<file path="config.mk">
export PLATFORM = sky130hd
export DESIGN_NAME = fxp_divider
export DESIGN_NICKNAME = d
export VERILOG_FILES = /design/src/rtl/fxp_div_pkg.sv /design/src/rtl/fxp_div_counter.sv /design/src/rtl/fxp_divider.sv
export SDC_FILE = /design/constraint.sdc
export NUM_CORES = 1
export LEC_CHECK = 0
export ABC_AREA = 1
export ABC_CLOCK_PERIOD_IN_PS = 2320
export CELL_PAD_IN_SITES_DETAIL_PLACEMENT = 2
export CELL_PAD_IN_SITES_GLOBAL_PLACEMENT = 2
export CORE_MARGIN = 1
export CORE_UTILIZATION = 32
export DETAILED_ROUTE_END_ITERATION = 10
export GPL_ROUTABILITY_DRIVEN = 0
export PLACE_DENSITY_LB_ADDON = 0.1
export SLEW_MARGIN = 20
export SYNTH_ARGS = -nofsm -noshare
export SYNTH_HDL_FRONTEND = slang
export SYNTH_SLANG_ARGS = --single-unit
export TNS_END_PERCENT = 10
</file>
<file path="constraint.sdc">
create_clock -name clock -period 2.32 [get_ports clock]
set_input_delay 0.58 -clock clock [delete_from_list [all_inputs] [get_ports clock]]
set_output_delay 0.58 -clock clock [all_outputs]
set_load 0.01 [all_outputs]
</file>
<file path="src/rtl/fxp_div_pkg.sv">
// fxp_div_pkg: shared types and sizing helpers for the fixed-point divider.
//   state_t    - controller states (IDLE, LOAD, CALC, DONE)
//   iter_bits  - number of quotient bits produced (WIDTH + FRAC)
//   cnt_bits   - iteration counter width for a given iteration count
package fxp_div_pkg;

    typedef enum logic [1:0] {
        IDLE = 2'd0,
        LOAD = 2'd1,
        CALC = 2'd2,
        DONE = 2'd3
    } state_t;

    function automatic int unsigned iter_bits(input int unsigned width,
                                              input int unsigned frac);
        return width + frac;
    endfunction

    function automatic int unsigned cnt_bits(input int unsigned iters);
        return $clog2(iters);
    endfunction

endpackage

</file>
<file path="src/rtl/fxp_div_counter.sv">
// fxp_div_counter: iteration up-counter with synchronous clear and enable.
// Ports:
//   clock  - rising-edge clock
//   reset  - synchronous active-high reset (count to zero)
//   clear  - synchronous clear to zero (wins over enable)
//   enable - advance the count by one
//   last   - high while the count equals LAST (terminal count)
module fxp_div_counter #(
    parameter int unsigned CW   = 4,
    parameter int unsigned LAST = 13
) (
    input  logic clock,
    input  logic reset,
    input  logic clear,
    input  logic enable,
    output logic last
);

    logic [CW-1:0] count;

    always_ff @(posedge clock) begin
        if (reset || clear) begin
            count <= '0;
        end else if (enable) begin
            count <= count + 1'b1;
        end
    end

    assign last = (count == CW'(LAST));

endmodule

</file>
<file path="src/rtl/fxp_divider.sv">
// fxp_divider: parametrised fixed-point restoring divider, Q = (A << FRAC) / B,
// one quotient bit per cycle, start/done handshake, divide-by-zero and
// overflow flags with saturation.
// Build option: define FXP_DIV_SIGNED_EN for two's-complement operands and
// result; undefined gives a purely unsigned divider.
// Ports:
//   clock  - rising-edge clock
//   reset  - synchronous active-high reset
//   start  - request, accepted only while ready=1
//   a_in   - dividend (WIDTH), sampled on accept
//   b_in   - divisor (WIDTH), sampled on accept
//   ready  - idle, can accept start
//   done   - one-cycle pulse when the result is valid
//   q_out  - quotient (WIDTH), held until the next accept
//   dvz    - divide-by-zero flag of the last operation
//   ovf    - overflow flag of the last operation
module fxp_divider
    import fxp_div_pkg::*;
#(
    parameter int unsigned WIDTH = 10,
    parameter int unsigned FRAC  = 4
) (
    input  logic             clock,
    input  logic             reset,
    input  logic             start,
    input  logic [WIDTH-1:0] a_in,
    input  logic [WIDTH-1:0] b_in,
    output logic             ready,
    output logic             done,
    output logic [WIDTH-1:0] q_out,
    output logic             dvz,
    output logic             ovf
);

    localparam int unsigned N  = iter_bits(WIDTH, FRAC);
    localparam int unsigned CW = cnt_bits(N);

    state_t state, state_next;

    logic [WIDTH-1:0] a_r, b_r;
    logic [WIDTH-1:0] a_mag, b_mag;
    logic [WIDTH-1:0] acc, acc_next;
    logic [WIDTH:0]   trial;
    logic             ge;
    logic [N-1:0]     sreg;
    // Only N-1 quotient bits are stored; the final bit joins them in q_next.
    logic [N-2:0]     qreg;
    logic [N-1:0]     q_next;
    logic [WIDTH-1:0] res_q;
    logic             res_ovf;
    logic             cnt_clear, cnt_en, cnt_last;

    // ---------------- FSM: state register ----------------
    always_ff @(posedge clock) begin
        if (reset) begin
            state <= IDLE;
        end else begin
            state <= state_next;
        end
    end

    // ---------------- FSM: next state ----------------
    always_comb begin
        state_next = state;
        unique case (state)
            IDLE: if (start) state_next = LOAD;
            LOAD: state_next = (b_r == '0) ? DONE : CALC;
            CALC: if (cnt_last) state_next = DONE;
            DONE: state_next = IDLE;
            default: state_next = IDLE;
        endcase
    end

    // ---------------- FSM: outputs ----------------
    always_comb begin
        ready     = (state == IDLE);
        done      = (state == DONE);
        cnt_clear = (state == LOAD);
        cnt_en    = (state == CALC);
    end

    fxp_div_counter #(
        .CW   (CW),
        .LAST (N - 1)
    ) u_iter_cnt (
        .clock  (clock),
        .reset  (reset),
        .clear  (cnt_clear),
        .enable (cnt_en),
        .last   (cnt_last)
    );

    // ---------------- datapath: combinational ----------------
`ifdef FXP_DIV_SIGNED_EN
    logic sign;

    localparam logic [N-1:0] LIM_NEG = N'(1) << (WIDTH - 1);
    localparam logic [N-1:0] LIM_POS = LIM_NEG - N'(1);

    // The magnitude of the most negative value, 2^(WIDTH-1), is held exactly
    // as an unsigned WIDTH-bit number, so no extra magnitude bit is stored.
    always_comb begin
        a_mag = a_r[WIDTH-1] ? (~a_r + 1'b1) : a_r;
        b_mag = b_r[WIDTH-1] ? (~b_r + 1'b1) : b_r;
    end
`else
    always_comb begin
        a_mag = a_r;
        b_mag = b_r;
    end
`endif

    always_comb begin
        trial    = {acc, sreg[N-1]};
        ge       = (trial >= {1'b0, b_r});
        acc_next = ge ? (trial[WIDTH-1:0] - b_r) : trial[WIDTH-1:0];
        q_next   = {qreg, ge};
    end

    always_comb begin
`ifdef FXP_DIV_SIGNED_EN
        res_ovf = sign ? (q_next > LIM_NEG) : (q_next > LIM_POS);
        if (res_ovf) begin
            res_q = sign ? {1'b1, {(WIDTH-1){1'b0}}} : {1'b0, {(WIDTH-1){1'b1}}};
        end else begin
            res_q = sign ? (~q_next[WIDTH-1:0] + 1'b1) : q_next[WIDTH-1:0];
        end
`else
        res_ovf = ((q_next >> WIDTH) != '0);
        res_q   = res_ovf ? '1 : q_next[WIDTH-1:0];
`endif
    end

    // ---------------- datapath: registers ----------------
    // The result is registered on the last CALC edge (using q_next) so q_out
    // and the flags change on the same edge that enters DONE and raises done.
    always_ff @(posedge clock) begin
        if (reset) begin
            a_r   <= '0;
            b_r   <= '0;
            acc   <= '0;
            sreg  <= '0;
            qreg  <= '0;
            q_out <= '0;
            dvz   <= 1'b0;
            ovf   <= 1'b0;
`ifdef FXP_DIV_SIGNED_EN
            sign  <= 1'b0;
`endif
        end else begin
            unique case (state)
                IDLE: begin
                    if (start) begin
                        a_r   <= a_in;
                        b_r   <= b_in;
                        q_out <= '0;
                        dvz   <= 1'b0;
                        ovf   <= 1'b0;
                    end
                end
                LOAD: begin
                    acc  <= '0;
                    sreg <= N'(a_mag) << FRAC;
                    qreg <= '0;
                    b_r  <= b_mag;
`ifdef FXP_DIV_SIGNED_EN
                    sign <= a_r[WIDTH-1] ^ b_r[WIDTH-1];
`endif
                    if (b_r == '0) begin
                        dvz <= 1'b1;
                    end
                end
                CALC: begin
                    acc  <= acc_next;
                    sreg <= {sreg[N-2:0], 1'b0};
                    qreg <= q_next[N-2:0];
                    if (cnt_last) begin
                        q_out <= res_q;
                        ovf   <= res_ovf;
                    end
                end
                DONE: begin
                end
                default: begin
                end
            endcase
        end
    end

endmodule

</file>
==> insert_results.sql <==
INSERT INTO impl_metrics (metric_group, metric, value, unit) VALUES
('outcome', 'outcome', 'finished, final reports clean', ''),
('worst_setup_path', 'worstSetupStartpoint', 'state[0]', ''),
('flow_run', 'cap_violations', '0', ''),
('finish', 'final_util', '40.2', '%'),
('synth', 'syn_nets', '526', ''),
('detailed_routing', 'drc_violation_count_after_routing', '0', ''),
('grt', 'wire_length_of_the_first_global_routing_pass', '18200', 'um'),
('synth', 'netlist_top_cells_area', 'sky130_fd_sc_hd__dfxtp_1 (40%), sky130_fd_sc_hd__nand2_1 (10%), sky130_fd_sc_hd__a21oi_1 (8.8%)', ''),
('detailed_routing', 'via_density_per_instance', '4.96', ''),
('synth', 'synth_simple_gate_area_share', '21.4', '%'),
('finish', 'area.growth.synth_to_final', '19.9', '%'),
('sta', 'post-route-period-util', '87.3', '%'),
('min_path', 'worstHoldPathCells', '2', ''),
('synth', 'ys.warnings.count', '0', ''),
('synth', 'largest_family_of_logic_cells_by_synthesized_area', 'simple AND/OR/NAND/NOR gates', ''),
('sta', 'timing.final.max_slew_violations', '0', ''),
('synth', 'yosys.area.top_type_share', '40.3', '%'),
('worst_setup_path', 'worstSetupStartpointType', 'flop', ''),
('sta', 'relSlewSlack', '69.7', '%'),
('clock_network', 'hold_fix_buffer_count_after_cts', '0', ''),
('clock_network', 'cts.clk_slew.worst_paths', '0.08', 'ns'),
('sta', 'clock.fmax', '0.494', 'GHz'),
('synth', 'synthAdderAreaFrac', '6.25', '%'),
('worst_setup_path', 'rr_startpoint', 'b_mag[9]', ''),
('worst_setup_path', 'ff2ff_path_depth', '12', ''),
('finish', 'finalNetCount', '564', ''),
('clock_network', 'cts.repair_timing.setup_buffer_count', '0', ''),
('worst_setup_path', 'crit_arrival', '1.45', 'ns'),
('synth', 'yosys_register_bits', '71', ''),
('power_and_ir_drop', 'power.density_cell_area', '1260', 'nW/um2'),
('synth', 'dominantRegCellSynth', 'sky130_fd_sc_hd__dfxtp_1', ''),
('place', 'post-dp-hpwl', '8030', 'um'),
('synth', 'synth_sequential_area_ratio', '40.3', '%'),
('sta', 'worst_clock_skew', '0.0127', 'ns'),
('clock_network', 'htree_levels', '3', ''),
('sta', 'rsz0062_at_grt', 'false', ''),
('min_path', 'min_from', 'a_mag[5]', ''),
('finish', 'insertedDiodeCount', '0', ''),
('floorplan', 'floorplan.die.height', '107', 'um'),
('synth', 'synth_edf_count', '0', ''),
('synth', 'syn-mean-instance-area', '7.25', 'um2'),
('floorplan', 'coreArea', '10500', 'um2'),
('grt', 'antenna_violations_before_repair', '0', ''),
('synth', 'mappedNetlistArea', '3520', 'um2'),
('synth', 'synth.largest_area_cell', 'sky130_fd_sc_hd__dfxtp_1', ''),
('worst_setup_path', 'critical_path_endpoint_category', 'primary output', ''),
('sta', 'final_hold_viol_count', '0', ''),
('clock_network', 'cts_buffer_depth', '2', ''),
('detailed_routing', 'firstDrtPassIters', '4', ''),
('sta', 'tightestPinTransition', '0.454', 'ns'),
('worst_setup_path', 'cp_data_required_time', '1.74', 'ns'),
('detailed_routing', 'postRouteWirelength', '10600', 'um'),
('place', 'io_buffer_count', '36', ''),
('grt', 'grt.overflow.total', '0', ''),
('finish', 'fraction_of_final_layout_cells_with_drive_strength_greater_than_1', '7.18', '%'),
('finish', 'fillCellCount', '1247', ''),
('floorplan', 'die_x', '107', 'um'),
('detailed_routing', 'vias', '3297', ''),
('sta', 'period_needed', '2.03', 'ns'),
('floorplan', 'boundaryPins', '37', ''),
('worst_setup_path', 'critical_path.max_fanout', '4', ''),
('clock_network', 'tritoncts', 'done', ''),
('grt', 'track_usage', '20.6', '%'),
('synth', 'post_synth_inst_count', '486', ''),
('clock_network', 'clock_latency', '0.35', 'ns'),
('synth', 'async_reset_ff_share', '0', '%'),
('synth', 'post_synthesis_compound_gate_area_fraction', '19.1', '%'),
('clock_network', 'post_cts_resized', '1', ''),
('power_and_ir_drop', 'leakage', '1.78', 'nW'),
('synth', 'synth-xor-area-share', '0.994', '%'),
('grt', 'grt_start_max_net_pins', '50', '');
==> cell usage in the layout (no fill, tap or decap), drive strengths merged <==
cell	Yosys	final
buf	9	13
or2	1	1
o21a	3	3
nand3	30	30
xnor2	2	2
clkinv	0	3
o221ai	5	5
clkdlybuf4s50	0	35
inv	79	79
nor2	23	23
dfxtp	71	71
o22ai	4	4
clkinvlp	0	2
dlymetal6s2s	0	1
o31ai	1	1
fa	1	1
clkbuf	13	11
o21ai	44	44
nor4	1	1
and2	1	1
nor3	3	3
a21oi	63	63
a211oi	1	1
o21bai	1	1
nand4	13	13
nor3b	1	1
xor2	2	2
ha	16	16
nand2	98	98
==> logic make-up (layout without fill, tap and decap cells) <==
logic type      count (synthesis)  in the layout
buf+inv                       101            144
fa+ha+maj                      17             17
flops                          71             71
simple gates                  171            171
xor+xnor                        4              4
compound gates                122            122
==> layout make-up <==
type	instances	area, um2	share of cell area, %
multi-input cells	314	1690	39.9
flip-flops and latches	71	1420	33.6
repair buffers	49	473	11.2
inverters	79	299	7.08
well taps	136	170	4.03
clock buffers	11	141	3.35
clock inverters	5	33.8	0.799
==> stage by stage <==
step | area, um2 | power, mW | std cells | hold WS (ns) | worst slack [ns]
floorplan | 3520 | 3.59 | 486 | 0.429 | 0.666
global placement | 4050 | 4.38 | 649 | 0.444 | 0.266
detailed placement | 4050 | 4.50 | 649 | 0.453 | 0.199
CTS | 4220 | 5.45 | 665 | 0.465 | 0.0487
global route | 4230 | 5.85 | 665 | 0.486 | 0.0881
finish | 4230 | 5.34 | 665 | 0.460 | 0.295
==> registers in the layout, summed over array words and instances, names as in the netlist <==
name,count
b_mag,10
sreg,10
q_out,10
ovf,1
a_mag,10
state,2
u_iter_cnt.count,4
dvz,1
qreg,13
acc,10
==> where the power goes <==
part	total, mW	internal, mW	leakage (nW)	switching, mW
combinational	2.80	1.00	1.11	1.80
clock	0.894	0.415	0.0853	0.479
sequential	1.64	1.49	0.581	0.147
total	5.34	2.91	1.78	2.42
==> worst max-delay path, stage by stage, from the launching register on <==
cell and delay (ns):
sky130_fd_sc_hd__dfxtp_1 0.39, sky130_fd_sc_hd__ha_1 0.17, sky130_fd_sc_hd__clkdlybuf4s50_1 0.53
==> worst paths after layout <==
kind | to | slack (ns)
setup / recovery | done | 0.29
hold / removal | a_mag[5] | 0.46
setup reg to reg | acc[5] | 0.31
hold reg to reg | a_mag[5] | 0.46
==> metal layers <==
layer | track usage (%) | part of all wire, % | vias to the layer above
li1 | - | - | 1660
met1 | 25.8 | 48 | 1594
met2 | 35.8 | 49 | 32
met3 | 3.59 | 2.1 | 11
met4 | 6.07 | 1.4 | 0
met5 | 0 | 0 | -
Power figures use the tool's default switching activity.
